**src/rtl/rdid_hex_display_if.sv**
```systemverilog
// Capture bus from the SPI RDID reader: ID strobe, 24-bit ID and a display clear.
interface rdid_hex_display_if;
  logic        id_valid;
  logic [23:0] id_data;
  logic        clear;

  modport master (output id_valid, output id_data, output clear);
  modport slave  (input  id_valid, input  id_data, input  clear);
endinterface

```
**src/rtl/rdid_hex_display.sv**
```systemverilog
// Holds the last JEDEC ID and scans it as 6 hex digits on a multiplexed common-anode 7-seg display.
// Optional RDID_MATCH_EN adds id_match and a match/mismatch indicator on digit 6.
module rdid_hex_display #(
  parameter int          DIV_COUNT   = 100000,
  parameter int          CNT_W       = 17,
  parameter logic [23:0] EXPECTED_ID = 24'h20BA18
) (
  input  logic               clk,
  input  logic               reset,
  rdid_hex_display_if.slave  id_bus,
  output logic [7:0]         an,
  output logic [6:0]         seg,
  output logic               dp,
`ifdef RDID_MATCH_EN
  output logic               id_match,
`endif
  output logic               id_held
);

  localparam logic [0:0] ST_EMPTY = 1'b0;
  localparam logic [0:0] ST_SHOW  = 1'b1;

  localparam logic [CNT_W-1:0] DIV_LAST = CNT_W'(DIV_COUNT - 1);
  localparam logic [6:0]       SEG_DASH = 7'b0111111;
  localparam logic [6:0]       SEG_OFF  = 7'h7F;

  logic [0:0]       state;
  logic [23:0]      held_id;
  logic [CNT_W-1:0] div;
  logic [2:0]       digit;
  logic [7:0]       an_nxt;
  logic [6:0]       seg_nxt;
  logic             dp_nxt;
  logic [23:0]      shifted;
  logic [3:0]       nib;

  function automatic logic [6:0] hex7(input logic [3:0] v);
    case (v)
      4'h0: hex7 = 7'b1000000;
      4'h1: hex7 = 7'b1111001;
      4'h2: hex7 = 7'b0100100;
      4'h3: hex7 = 7'b0110000;
      4'h4: hex7 = 7'b0011001;
      4'h5: hex7 = 7'b0010010;
      4'h6: hex7 = 7'b0000010;
      4'h7: hex7 = 7'b1111000;
      4'h8: hex7 = 7'b0000000;
      4'h9: hex7 = 7'b0010000;
      4'hA: hex7 = 7'b0001000;
      4'hB: hex7 = 7'b0000011;
      4'hC: hex7 = 7'b1000110;
      4'hD: hex7 = 7'b0100001;
      4'hE: hex7 = 7'b0000110;
      default: hex7 = 7'b0001110;
    endcase
  endfunction

  always_ff @(posedge clk or posedge reset) begin
    if (reset) begin
      div   <= '0;
      digit <= '0;
    end else if (div == DIV_LAST) begin
      div   <= '0;
      digit <= digit + 3'd1;
    end else begin
      div   <= div + 1'b1;
    end
  end

  // id_valid takes priority over clear so a capture is never lost.
  always_ff @(posedge clk or posedge reset) begin
    if (reset) begin
      state   <= ST_EMPTY;
      held_id <= '0;
    end else if (id_bus.id_valid) begin
      state   <= ST_SHOW;
      held_id <= id_bus.id_data;
    end else if (id_bus.clear) begin
      state   <= ST_EMPTY;
      held_id <= '0;
    end
  end

  assign id_held = (state == ST_SHOW);

`ifdef RDID_MATCH_EN
  always_ff @(posedge clk or posedge reset) begin
    if (reset) id_match <= 1'b0;
    else       id_match <= (state == ST_SHOW) && (held_id == EXPECTED_ID);
  end
`endif

  always_comb begin
    an_nxt  = 8'hFF;
    seg_nxt = SEG_OFF;
    dp_nxt  = 1'b1;
    shifted = held_id >> {digit, 2'b00};
    nib     = shifted[3:0];
    if (digit < 3'd6) begin
      an_nxt  = ~(8'd1 << digit);
      seg_nxt = (state == ST_SHOW) ? hex7(nib) : SEG_DASH;
    end
`ifdef RDID_MATCH_EN
    if (digit == 3'd6 && state == ST_SHOW) begin
      an_nxt  = 8'hBF;
      seg_nxt = id_match ? hex7(4'h1) : hex7(4'h0);
    end
    if (digit == 3'd0 && id_match) dp_nxt = 1'b0;
`endif
  end

  always_ff @(posedge clk or posedge reset) begin
    if (reset) begin
      an  <= 8'hFF;
      seg <= SEG_OFF;
      dp  <= 1'b1;
    end else begin
      an  <= an_nxt;
      seg <= seg_nxt;
      dp  <= dp_nxt;
    end
  end

endmodule

```
**src/flat_wrapper.sv**
```systemverilog
// flat-port wrapper written by rule: the top's interface ports become plain ports
module rdid_hex_display_flat 
#(
  parameter int          DIV_COUNT   = 100000,
  parameter int          CNT_W       = 17,
  parameter logic [23:0] EXPECTED_ID = 24'h20BA18
)
  (clk, reset, an, seg, dp, id_held, id_bus_id_valid, id_bus_id_data, id_bus_clear);
  rdid_hex_display_if id_bus_i ();
  input  logic clk;
  input  logic reset;
  output logic [7:0] an;
  output logic [6:0] seg;
  output logic dp;
  output logic id_held;
  input wire logic [$bits(id_bus_i.id_valid)-1:0] id_bus_id_valid;
  input wire logic [$bits(id_bus_i.id_data)-1:0] id_bus_id_data;
  input wire logic [$bits(id_bus_i.clear)-1:0] id_bus_clear;
  assign id_bus_i.id_valid = id_bus_id_valid;
  assign id_bus_i.id_data = id_bus_id_data;
  assign id_bus_i.clear = id_bus_clear;
  rdid_hex_display #(.DIV_COUNT(DIV_COUNT), .CNT_W(CNT_W), .EXPECTED_ID(EXPECTED_ID)) u_core (.clk(clk), .reset(reset), .id_bus(id_bus_i), .an(an), .seg(seg), .dp(dp), .id_held(id_held));
endmodule
```
**config.mk**
```make
export PLATFORM = sky130hd
export DESIGN_NAME = rdid_hex_display_flat
export DESIGN_NICKNAME = d
export VERILOG_FILES = /design/src/rtl/rdid_hex_display_if.sv /design/src/rtl/rdid_hex_display.sv /design/src/flat_wrapper.sv
export SDC_FILE = /design/constraint.sdc
export NUM_CORES = 1
export LEC_CHECK = 0
export CAP_MARGIN = 30
export CELL_PAD_IN_SITES_DETAIL_PLACEMENT = 2
export CELL_PAD_IN_SITES_GLOBAL_PLACEMENT = 2
export CORE_UTILIZATION = 36
export DETAILED_ROUTE_END_ITERATION = 10
export PLACE_DENSITY = 0.93
export SETUP_SLACK_MARGIN = 0.05
export SLEW_MARGIN = 20
export SYNTH_ARGS = -nofsm -noshare
export SYNTH_HDL_FRONTEND = slang
export SYNTH_SLANG_ARGS = --single-unit
```
**constraint.sdc**
```tcl
create_clock -name clk -period 5.35 [get_ports clk]
set_input_delay 1.07 -clock clk [delete_from_list [all_inputs] [get_ports clk]]
set_output_delay 1.07 -clock clk [all_outputs]
set_load 0.02 [all_outputs]
```
**Word-level counts from Yosys, hierarchy flattened**

Memory sizes are Yosys's and may differ from the RTL's.
Cells that the tools add are included.

- Output and inout bits: 17
- Memories: 1
- Bits in read-only memories: 112
- Latch bits: 0
- RAM bits: 0
- Input bits: 28
- Logic and storage cells: 23
- Register bits after elaboration: 60

Memory list:

| name | depth | bits a word | read ports | clocked after Yosys merged registers in | wr ports | RTL line | text |
|---|---|---|---|---|---|---|---|
| (no name shown) | 16 | 7 | 1 | 0 | 0 | rdid_hex_display.sv:38 | `case (v)` |

- Reduce and logical (&&, ||, !) cells: 1
- Shift-type cells: 2
- Equal/unequal tests: 1
- Multiplexer cells: 8
- $add $sub $neg: 2
- Bitwise operators: 1
- $lt $le $gt $ge: 1
- $mul: 0
- Div/mod/pow operators: 0

Operator list:

| kind | number |
|---|---|
| 24-bit 2-to-1 mux | 2 |
| 24-bit by 5-bit >> shifter with 4-bit output | 1 |
| 17-bit by 1-bit adder with 17-bit output (second input constant) | 1 |
| 17-bit equality test (second input constant) | 1 |
| 17-bit 2-to-1 mux | 1 |
| 7-bit 2-to-1 mux | 2 |
| 8-bit 2-to-1 mux | 1 |
| 8-bit NOT | 1 |
| 1-bit by 3-bit left shift with 8-bit output (first input constant) | 1 |
| 3-bit by 1-bit adder with 3-bit output (second input constant) | 1 |
| 3-bit less-than comparator (second input constant) | 1 |
| 1-bit 2-to-1 mux | 2 |
| 2-bit nonzero test | 1 |

**Longest topological paths before layout**

Gate-level depths: netlist (run 1).
An unclocked memory read counts as a cell.

- Word-level depth: 4
- Depth in mapped cells: 8
- Gate-level depth less buffers: 7

**Least setup slack after synthesis (run 1)**

No wires, ideal clock.

- Path kind: register to register
- Start: reg u_core.digit[1]
- End: reg u_core.seg[3]
- Arrival: 2.154 ns
- Stages on the path, launching flop included: 8
- Clock period less this slack: 2.247 ns
- Library setup time: 0.094 ns
- Required time: 5.256 ns
- Slack: 3.103 ns
- Path buffers: 1
- Cells stage by stage: dfrtp_1 -> buf_2 -> mux2_2 -> a21oi_1 -> inv_1 -> ha_1 -> a2111oi_0 -> a31oi_1

- Longest elaborated chain between the ends: 4
- Elaborated cells between the ends (all ways): 5
- Classes of those cells: order compare (1); shift (1); mux (2); memory (1)

RTL lines:

| element | RTL line | text |
|---|---|---|
| start, declared | rdid_hex_display.sv:30 | `logic [2:0] digit;` |
| start signal, assigned | rdid_hex_display.sv:64 | `digit <= digit + 3'd1;` |
| 24-bit by 5-bit >> shifter with 4-bit output | rdid_hex_display.sv:97 | `shifted = held_id >> {digit, 2'b00};` |
| memory read 16 x 7 bit | -- |  |
| 7-bit 2-to-1 mux | rdid_hex_display.sv:101 | `seg_nxt = (state == ST_SHOW) ? hex7(nib) : SEG_DASH;` |
| 7-bit 2-to-1 mux * | rdid_hex_display.sv:99 | `if (digit < 3'd6) begin` |
| named net u_core.seg_nxt[3] | rdid_hex_display.sv:32 | `logic [6:0] seg_nxt;` |
| end signal, assigned | rdid_hex_display.sv:119 | `seg <= seg_nxt;` |
| end, declared | rdid_hex_display.sv:12 | `output logic [6:0] seg,` |

The timed path passes the listed nets; every way through them passes the cells marked *.
A chain may end at the register's enable or synchronous reset.

**Final worst setup path (run 1)**

Ends and elaborated chain as after synthesis.

==> summary.md, run 1 <==
| Metric | Value |
|---|---|
| DR pass1 iterations | `6` |
| DR iter-0 viols | `between 90 and 100` |
| Max frequency | `around 0.37 GHz` |
| Root Driver | `clkbuf_8` |
| Cts repair resizes | `0` |
| Layout cells sized above 1 | `12.10%` |
| Clock skew | `15.79 ps` |
| Fin area | `around 3700 sq um` |
| Vias in the first global route | `between 2000 and 3000` |
| Dpl cells | `approximately 430` |
| Setup bufs post-CTS | `0` |
| Post-synth EDFFs | `0` |
| Initial antenna violation count | `0` |
| Synth top cells by count | `dfrtp_1 (45), nand2_1 (41), o21ai_0 (28), nand2b_1 (26), nor2_1 (21)` |
| Largest net degree at the start of global routing | `50` |
| Top-count cell post-synth | `dfrtp_1` |
| Antenna fix cells | `0` |
| Rows | `32` |
| GRT Resource Usage Total | `about a fifth` |
| Kind of critical path | `flip-flop to flip-flop` |
| Clock sinks | `between 50 and 60` |
| Placed inst area | `between 3000 and 4000 sq um` |
| Final hold violation count | `0` |
| Synth area leaders | `dfrtp_1 (38%), dfstp_2 (12%), ha_1 (5.5%)` |
| Min-Delay Path Class | `flip-flop to flip-flop` |
| CTS tree | `built` |
| Routed len/inst | `18.04 um` |
| Worst Setup End Kind | `flip-flop` |
| Synth Cell Area | `2952 sq um` |
| Worst path arrival time | `2990 ps` |
| Slew headroom | `50.65%` |
| Top FF cell, synth | `dfrtp_1` |
| Leading area contributor after synthesis | `dfrtp_1` |
| DR vias | `approximately 2300` |
| Setup TNS | `0 ps` |
| # IOs | `45` |
| Initial Util | `~38%` |
| Reg clk slew, reported paths | `60 ps` |
| Clock tree buffer depth | `2` |
| Fin nets | `~380` |
| Final GP Congestion | `just under 0.8` |
| First-pass GRT wire length | `roughly 14000 um` |
| Number of max-cap violations | `0` |
| ANT nets after route | `0` |
| Final worst path period share | `51.11%` |
| Worst path required time | `around 5600 ps` |
| Post-Layout Cell Count | `between 400 and 500` |
| Period minus WS final | `between 2000 and 3000 ps` |
| Total core area | `approximately 7800 sq um` |
| Synth Area per Inst | `9.938 sq um` |
| Via/cell ratio | `5.185` |
| Final Setup Violations | `0` |
| Crit start category | `flip-flop` |
| Die ar. | `around 8600 sq um` |
| Final count of pins violating max slew | `0` |
| Drc violations | `0` |
| Total CTS buffers | `9` |
| PortBufs | `43` |
| Synth unique cells | `38` |
| Worst skew pair latency | `350 ps` |
| Area Growth Syn to Fin | `23.91%` |
| Worst Max-Slew Pin Slew | `between 700 and 800 ps` |
| Leakage | `about 0.0016 uW` |
| Final Total Pwr | `about 1000 uW` |
| Yosys top cell area share | `a little under two fifths` |
| Cells after Synth | `297` |
| Flops & latches, synth | `59` |
| H-tree Lvls | `3` |
| Die X | `slightly above 90 um` |
| Total Wirelength | `~8100 um` |
| Yosys warns | `0` |
| Peak supply drop | `around 0.00013 V` |
| RSZ-0062 raised after global routing | `no` |
| Pwr Density | `273.4 nW/um^2` |
| Total gr overflow | `0` |
| Sequential area share after synthesis | `about half` |
| Ys async rst share | `between 90% and 100%` |
| Status | `completed` |
| Die Height | `92.55 um` |
| Hold_buf cts | `0` |
| Final HPWL DP | `5721 um` |
| Crit path max fanout | `15` |
[state kept, by name (all words and copies together), names as in the netlist]
name	cells
u_core.held_id	24
u_core.div	17
u_core.an	7
u_core.seg	7
u_core.digit	3
u_core.id_held	1
[worst paths after layout]
check / end / depth (start not counted) / slack, ps / from
setup / recovery: u_core.seg[3]$_DFF_PP1_ / 6 / 2620 / u_core.digit[1]$_DFFE_PP0N_
hold / removal: u_core.div[0]$_DFF_PP0_ / 1 / 500 / u_core.div[0]$_DFF_PP0_
setup reg to reg: u_core.seg[3]$_DFF_PP1_ / 6 / 2620 / u_core.digit[1]$_DFFE_PP0N_
hold reg to reg: u_core.div[0]$_DFF_PP0_ / 1 / 500 / u_core.div[0]$_DFF_PP0_
max in group asynchronous: u_core.held_id[5]$_DFFE_PP0P_ / 3 / 3390 / reset
min in group asynchronous: u_core.digit[0]$_DFFE_PP0N_ / 2 / 1090 / reset
[routing by layer]
metal  vias up  GRT usage (%)  part of all wire, %  wire length (um)
li1       1088              -                    -                 -
met1      1175          26.43                   44              3602
met2        54          36.54                   51              4159
met3        11          4.844                  2.9               233
met4         0          5.990                  1.3               104
met5         -              0                    0                 0
[where the power goes]
| group | switching (uW) | internal, uW |
|---|---|---|
| combinational | 69.3 | 59.5 |
| clock | 180 | 205 |
| sequential | 12.9 | 473 |
| total | 262 | 737 |
[critical path, cell delays in order (launching register included)]
cell and delay, ps:
dfrtp_1 720, mux2_2 400, a21oi_1 500, inv_1 190
ha_1 290, a2111oi_0 450, a31oi_1 90
[cell families (layout without fill, tap and decap cells)]
group,Yosys count,after routing,synth area share [%]
compound gates,51,51,10.05
xor+xnor,16,16,4.748
fa+ha+maj,13,13,5.511
buf+inv,23,72,3.476
flops,59,59,50.61
mux,17,17,6.232
other cells,1,2,0.1271
simple gates,117,117,19.25
[cells in the final DEF (no fill, tap or decap), types with 4 or more instances in the layout]
| cell type | instances |
|---|---|
| dfrtp_1 | 45 |
| clkdlybuf4s50_1 | 43 |
| nand2_1 | 41 |
| o21ai_0 | 28 |
| nand2b_1 | 26 |
| nor2_1 | 21 |
| dfstp_2 | 14 |
| ha_1 | 13 |
| clkbuf_8 | 12 |
| nand3_1 | 10 |
| mux2i_1 | 9 |
| inv_1 | 8 |
| xnor2_1 | 8 |
| xor2_1 | 8 |
| mux2_2 | 7 |
| a21oi_1 | 7 |
| nor3_1 | 5 |
| nor2b_1 | 4 |
| a31oi_1 | 4 |
| buf_4 | 4 |
[layout make-up]
type                    instances  area [sq um]
clock buffers                  14         172.7
multi-input cells             216          1359
fillers                       876          4190
repair buffers                 47         460.4
inverters                       9         33.78
clock inverters                 2         10.01
flip-flops and latches         59          1494
well taps                     102         127.6
[per-stage QoR]
step	util (%)	setup slack, ps	hold slack [ps]
after floorplan	-	2847	454.7
after global placement	44.28	2882	474.8
after detailed placement	44.28	2654	490.6
after CTS	46.60	2617	501.9
after global routing	46.60	2483	521.0
final	46.60	2615	495.8
No activity file was read; power rests on OpenSTA's default activity.
==> run 2, diff against run 1 <==
CORE_UTILIZATION = 31   (was 36)
PLACE_DENSITY = 0.86   (was 0.93)
clock period = 2.21 ns   (was 5.35 ns; I/O delays follow)
==> run 2 against run 1 <==
  * Final cell count grew 9.8%
  * Worst hold slack lost 48 ps
  * Wire length grew 1.1%
  * First-iteration DRC count shrank 17%
  * Global-route usage shrank 4.2 points
  * Core utilization shrank 4.4 points
  * Largest cell class unchanged
==> summary.md, run 2 (synthesized netlist as in run 1, its figures left out) <==
| Metric | Value |
|---|---|
| Final Total Pwr | `2383 uW (+140%)` |
| Origin of the critical flop-to-flop path | `u_core.digit[0]$_DFFE_PP0N_` |
| DR pass1 iterations | `4 (-2)` |
| Antenna fix cells | `0 (unchanged)` |
| Final core occ | `42.23% (-4.4 points)` |
| Hold_buf cts | `0 (unchanged)` |
| Worst R2R Path Depth | `10 (+4)` |
| Vias in the first global route | `2588 (-0.80%)` |
| FF/Latch Area | `1498 sq um (+0.25%)` |
| Final HPWL DP | `5587 um (-2.3%)` |
| Crit path max fanout | `6 (-9)` |
| Filler instances | `985 (+12%)` |
| Status | `completed` |
| First-pass GRT wire length | `12990 um (-5.1%)` |
| Root Driver | `clkbuf_8` |
| Period minus WS final | `2151 ps (-583.5 ps)` |
| Total gr overflow | `0 (unchanged)` |
| Drc violations | `0 (unchanged)` |
| Initial Util | `31.94% (-5.7 points)` |
| # IOs | `45 (unchanged)` |
| Rows | `35 (+9.4%)` |
| DR iter-0 viols | `77 (-17%)` |
| Total CTS buffers | `9 (unchanged)` |
| Final worst path period share | `97.33% (+46 points)` |
| Die ar. | `9915 sq um (+16%)` |
| Total core area | `9240 sq um (+18%)` |
| Largest net degree at the start of global routing | `50 (unchanged)` |
| Kind of critical path | `flip-flop to flip-flop` |
| Worst path arrival time | `2410 ps (-580 ps)` |
| Largest registers | `u_core.held_id: 24 flops, u_core.div: 17 flops` |
| Top routing layer used | `met4` |
| Final GP Congestion | `0.8416 (+7.1%)` |
| Total Wirelength | `8190 um (+1.1%)` |
| Routed len/inst | `16.61 um (-7.9%)` |
| Clock tree buffer depth | `2 (unchanged)` |
| Worst hold margin | `447.6 ps (-48.22 ps)` |
| Via/cell ratio | `4.783 (-7.8%)` |
| Die X | `99.58 um (+7.6%)` |
| Most flop-heavy register | `u_core.held_id` |
| GRT Resource Usage Total | `17.00% (-4.2 points)` |
| Pwr Density | `610.6 nW/um^2 (+120%)` |
| Placed inst area | `3577 sq um (+3.0%)` |
| ANT nets after route | `0 (unchanged)` |
| Final count of pins violating max slew | `0 (unchanged)` |
| Fin nets | `400 (+4.4%)` |
| Worst Setup End Kind | `flip-flop` |
| Worst skew pair latency | `340 ps (about the same)` |
| CTS tree | `built` |
| Max frequency | `0.4649 GHz (+27%)` |
| DR vias | `2358 (+1.3%)` |
| Leakage | `0.001671 uW (+5.6%)` |
| Multi-input gate area | `1440 sq um (+6.0%)` |
| Worst path required time | `2470 ps (-3130 ps)` |
| Reg clk slew, reported paths | `70 ps (about the same)` |
| Initial antenna violation count | `0 (unchanged)` |
| R2R Setup Slk | `60 ps (-2560 ps)` |
| Reg-to-Reg End | `u_core.seg[0]$_DFF_PP1_` |
| Fin area | `3902 sq um (+6.7%)` |
| RSZ-0062 raised after global routing | `yes` |
| H-tree Lvls | `3 (unchanged)` |
| Commonest non-fill, non-tap cell in the layout | `clkdlybuf4s50_1` |
| Length of routed met3 wiring | `179 um (-23%)` |
| Crit start category | `flip-flop` |
| WL met1 | `3711 um (+3.0%)` |
| Min-Delay Path Class | `input pin to async pin` |
| PortBufs | `43 (unchanged)` |
| Clock sinks | `59 (unchanged)` |
| Number of max-cap violations | `0 (unchanged)` |
| Peak supply drop | `0.0002182 V (+65%)` |
| Layout cells sized above 1 | `19.51% (+7.4 points)` |
| Final Setup Violations | `0 (unchanged)` |
| Clock skew | `11.33 ps (-4.459 ps)` |
| Max reg flops | `24 (unchanged)` |
| Area Growth Syn to Fin | `32.22%` |
| Commonest cells after routing, fill and taps aside | `clkdlybuf4s50_1 (43), dfrtp_1 (42), nand2_1 (41)` |
| Die Height | `99.58 um (+7.6%)` |
| Met2 wire len | `4120 um (-0.94%)` |
| Final hold violation count | `0 (unchanged)` |
-- run 2: worst max path at each step --
stage               depth (start not counted)                      end  slack, ps                        start
finish                                     10  u_core.seg[0]$_DFF_PP1_         60  u_core.digit[0]$_DFFE_PP0N_
global route                               10  u_core.seg[0]$_DFF_PP1_        -30  u_core.digit[0]$_DFFE_PP0N_
CTS                                         8  u_core.seg[3]$_DFF_PP1_         60  u_core.digit[2]$_DFFE_PP0N_
detailed placement                          6  u_core.seg[3]$_DFF_PP1_       -140  u_core.digit[1]$_DFFE_PP0N_
global placement                            6  u_core.seg[3]$_DFF_PP1_        120  u_core.digit[1]$_DFFE_PP0N_
floorplan                                   7  u_core.seg[4]$_DFF_PP1_         80  u_core.digit[1]$_DFFE_PP0N_
-- run 2: cell type report --
type                       count  area share, %
clock buffer                  15          4.008
clock inverter                 1         0.1282
inverter                       9         0.8657
multi-input combinational    216          36.90
sequential                    59          38.38
tap                          129          4.136
timing repair buffer          64          15.58
-- run 2: power by group --
part,total [uW],switching (uW),internal (uW)
combinational,351,183,168
sequential,1170,30.1,1140
clock,858,419,439
-- run 2: critical path: stages, from the launching register on --
cell	delay (ps)
dfrtp_2	430
buf_4	140
buf_4	130
mux2i_4	200
o22ai_2	110
a21oi_1	130
buf_4	160
inv_1	90
ha_1	260
nor3_1	300
o31ai_2	100
-- run 2: metal layers --
layer  global-route usage, %  up-vias
met1                   20.42     1173
met2                   29.27       51
li1                        -     1119
met5                       0        -
met4                   8.258        0
met3                   3.233       15
-- run 2: through the flow --
step | TNS (ps) | std cells | worst slack [ps]
CTS | 0 | 485 | 60.49
detailed placement | -138.4 | 467 | -138.4
global placement | 0 | 467 | 124.5
global route | -61.16 | 493 | -34.66
floorplan | 0 | 298 | 83.84
finish | 0 | 493 | 59.00
-- run 2: repair_timing --
action                     in CTS  in global routing
setup buffers                   2                  8
setup endpoints to repair       3                  4
hold endpoints to repair        0                  0
gates resized for setup         4                 19
pin swaps                       0                  5
==> run 3, diff against run 2 <==
CELL_PAD_IN_SITES_DETAIL_PLACEMENT = default   (was 2)
CELL_PAD_IN_SITES_GLOBAL_PLACEMENT = default   (was 2)
CORE_UTILIZATION = 49   (was 31)
==> run 3 against run 2 <==
  * Setup slack better by 130 ps
  * Wire length down 28%
  * Combinational power decreased by 13%
  * Largest power group is now the clock network
==> summary.md, run 3 (synthesized netlist as in run 1, its figures left out) <==
| Metric | Value |
|---|---|
| Setup bufs post-CTS | `0 (-2)` |
| Origin of the critical flop-to-flop path | `u_core.digit[1]$_DFFE_PP0N_` |
| ANT nets after route | `0 (unchanged)` |
| DR iter-0 viols | `122 (+58%)` |
| Area Growth Syn to Fin | `27.60%` |
| Commonest cells after routing, fill and taps aside | `dfrtp_1 (44), clkdlybuf4s50_1 (43), nand2_1 (41)` |
| Worst Max-Slew Pin Slew | `roughly 580 ps` |
| Slew headroom | `approximately 60%` |
| Total core area | `5642 sq um (-39%)` |
| Leakage | `0.001654 uW (-1.0%)` |
| Reg clk slew, reported paths | `60 ps (about the same)` |
| Final GP Congestion | `0.8459 (+0.51%)` |
| Worst skew pair latency | `340 ps (about the same)` |
| # IOs | `45 (unchanged)` |
| Die ar. | `6338 sq um (-36%)` |
| Total Wirelength | `5905 um (-28%)` |
| Total gr overflow | `0 (unchanged)` |
| R2R Setup Slk | `190 ps (+130 ps)` |
| Max frequency | `0.4946 GHz (+6.4%)` |
| Die Height | `79.61 um (-20%)` |
| Vias in the first global route | `2220 (-14%)` |
| Worst path required time | `2470 ps (about the same)` |
| Die X | `79.61 um (-20%)` |
| Final HPWL DP | `4104 um (-27%)` |
| Worst path arrival time | `2280 ps (-130 ps)` |
| Commonest non-fill, non-tap cell in the layout | `dfrtp_1` |
| Status | `completed` |
| DR vias | `2224 (-5.7%)` |
| Clock sinks | `59 (unchanged)` |
| Kind of critical path | `flip-flop to flip-flop` |
| GRT Resource Usage Total | `21.13% (+4.1 points)` |
| Max reg flops | `24 (unchanged)` |
| Rows | `27 (-23%)` |
| Routed len/inst | `13.89 um (-16%)` |
| DR pass1 iterations | `4 (unchanged)` |
| Final core occ | `66.76% (+25 points)` |
| Root Driver | `clkbuf_8` |
| Fin nets | `389 (-2.8%)` |
| H-tree Lvls | `3 (unchanged)` |
| Final count of pins violating max slew | `0 (unchanged)` |
| Number of max-cap violations | `0 (unchanged)` |
| Initial antenna violation count | `0 (unchanged)` |
| Largest registers | `u_core.held_id: 24 flops, u_core.div: 17 flops` |
| Via/cell ratio | `5.233 (+9.4%)` |
| Crit path max fanout | `13 (+7)` |
| Total CTS buffers | `9 (unchanged)` |
| Fin area | `3766 sq um (-3.5%)` |
| Setup TNS | `0 ps (unchanged)` |
| Final Setup Violations | `0 (unchanged)` |
| Crit start category | `flip-flop` |
| Hold_buf cts | `0 (unchanged)` |
| Min-Delay Path Class | `input pin to async pin` |
| PortBufs | `43 (unchanged)` |
| Layout cells sized above 1 | `15.01% (-4.5 points)` |
| Worst R2R Path Depth | `5 (-5)` |
| Drc violations | `0 (unchanged)` |
| Largest net degree at the start of global routing | `60 (+20%)` |
| Worst Setup End Kind | `flip-flop` |
| Filler instances | `436 (-56%)` |
| Final hold violation count | `0 (unchanged)` |
| Antenna fix cells | `0 (unchanged)` |
| RSZ-0062 raised after global routing | `yes` |
| Worst hold margin | `475.2 ps (+27.59 ps)` |
| Initial Util | `52.32% (+20 points)` |
| Reg-to-Reg End | `u_core.seg[4]$_DFF_PP1_` |
| Peak supply drop | `0.0003827 V (+75%)` |
| Final Total Pwr | `2735 uW (+15%)` |
| Period minus WS final | `2022 ps (-129.1 ps)` |
| Final worst path period share | `91.49% (-5.8 points)` |
| Pwr Density | `726.1 nW/um^2 (+19%)` |
| Clock tree buffer depth | `2 (unchanged)` |
| Most flop-heavy register | `u_core.held_id` |
| Clock skew | `6.880 ps (-4.451 ps)` |
| Placed inst area | `3498 sq um (-2.2%)` |
| CTS tree | `built` |
| First-pass GRT wire length | `10100 um (-22%)` |
run 3: cell types whose count changed in the layout (fill, tap and decap cells not counted), sizes merged:
cell    delta
clkbuf     -3
bufinv     +3
buf       -11
run 3: worst max path at each step:
stage | from | endpoint | slack [ps] | depth (start not counted)
2_1_floorplan | u_core.digit[1]$_DFFE_PP0N_ | u_core.seg[4]$_DFF_PP1_ | 80 | 7
3_3_place_gp | u_core.digit[1]$_DFFE_PP0N_ | u_core.seg[3]$_DFF_PP1_ | 140 | 6
3_5_place_dp | u_core.digit[1]$_DFFE_PP0N_ | u_core.seg[3]$_DFF_PP1_ | 40 | 6
4_1_cts | u_core.digit[1]$_DFFE_PP0N_ | u_core.seg[3]$_DFF_PP1_ | 130 | 6
5_1_grt | u_core.digit[1]$_DFFE_PP0N_ | u_core.seg[0]$_DFF_PP1_ | 30 | 6
6_report | u_core.digit[1]$_DFFE_PP0N_ | u_core.seg[4]$_DFF_PP1_ | 190 | 5
run 3: worst max-delay path: stages (launching register included):
cell and delay (ps):
dfrtp_2 500, mux2_4 330, a222oi_1 350, buf_4 250, mux2_2 340, o21ai_0 150
run 3: cell type report:
class | count | area, sq um | share of cell area, %
flip-flops and latches | 59 | 1495 | 39.70
multi-input cells | 216 | 1369 | 36.35
repair buffers | 53 | 518.0 | 13.75
clock buffers | 12 | 165.2 | 4.385
clock inverters | 4 | 95.09 | 2.525
well taps | 72 | 90.09 | 2.392
inverters | 9 | 33.78 | 0.8970
run 3: power breakdown:
group / internal [uW] / total (uW) / switching (uW)
logic: 152 / 306 / 154
registers: 1140 / 1170 / 27.0
clock network: 839 / 1260 / 418
total: 2140 / 2730 / 599
run 3: what timing repair did:
item / in CTS / in global routing
gates resized for setup: 1 / 2
hold endpoints to repair: 0 / 0
setup endpoints to repair: 1 / 1
run 3: per-stage QoR:
stage	cells	setup WS, ps
final	425	188.1
after global routing	425	33.44
after CTS	425	127.2
after detailed placement	409	35.21
after global placement	409	144.8
after floorplan	298	83.84
run 3: routing by layer:
layer / track usage [%] / up-vias / part of all wire (%)
li1: - / 1100 / -
met1: 26.70 / 1042 / 46
met2: 33.59 / 72 / 48
met3: 4.800 / 10 / 4.7
met4: 11.27 / 0 / 1.9
met5: 0 / - / 0
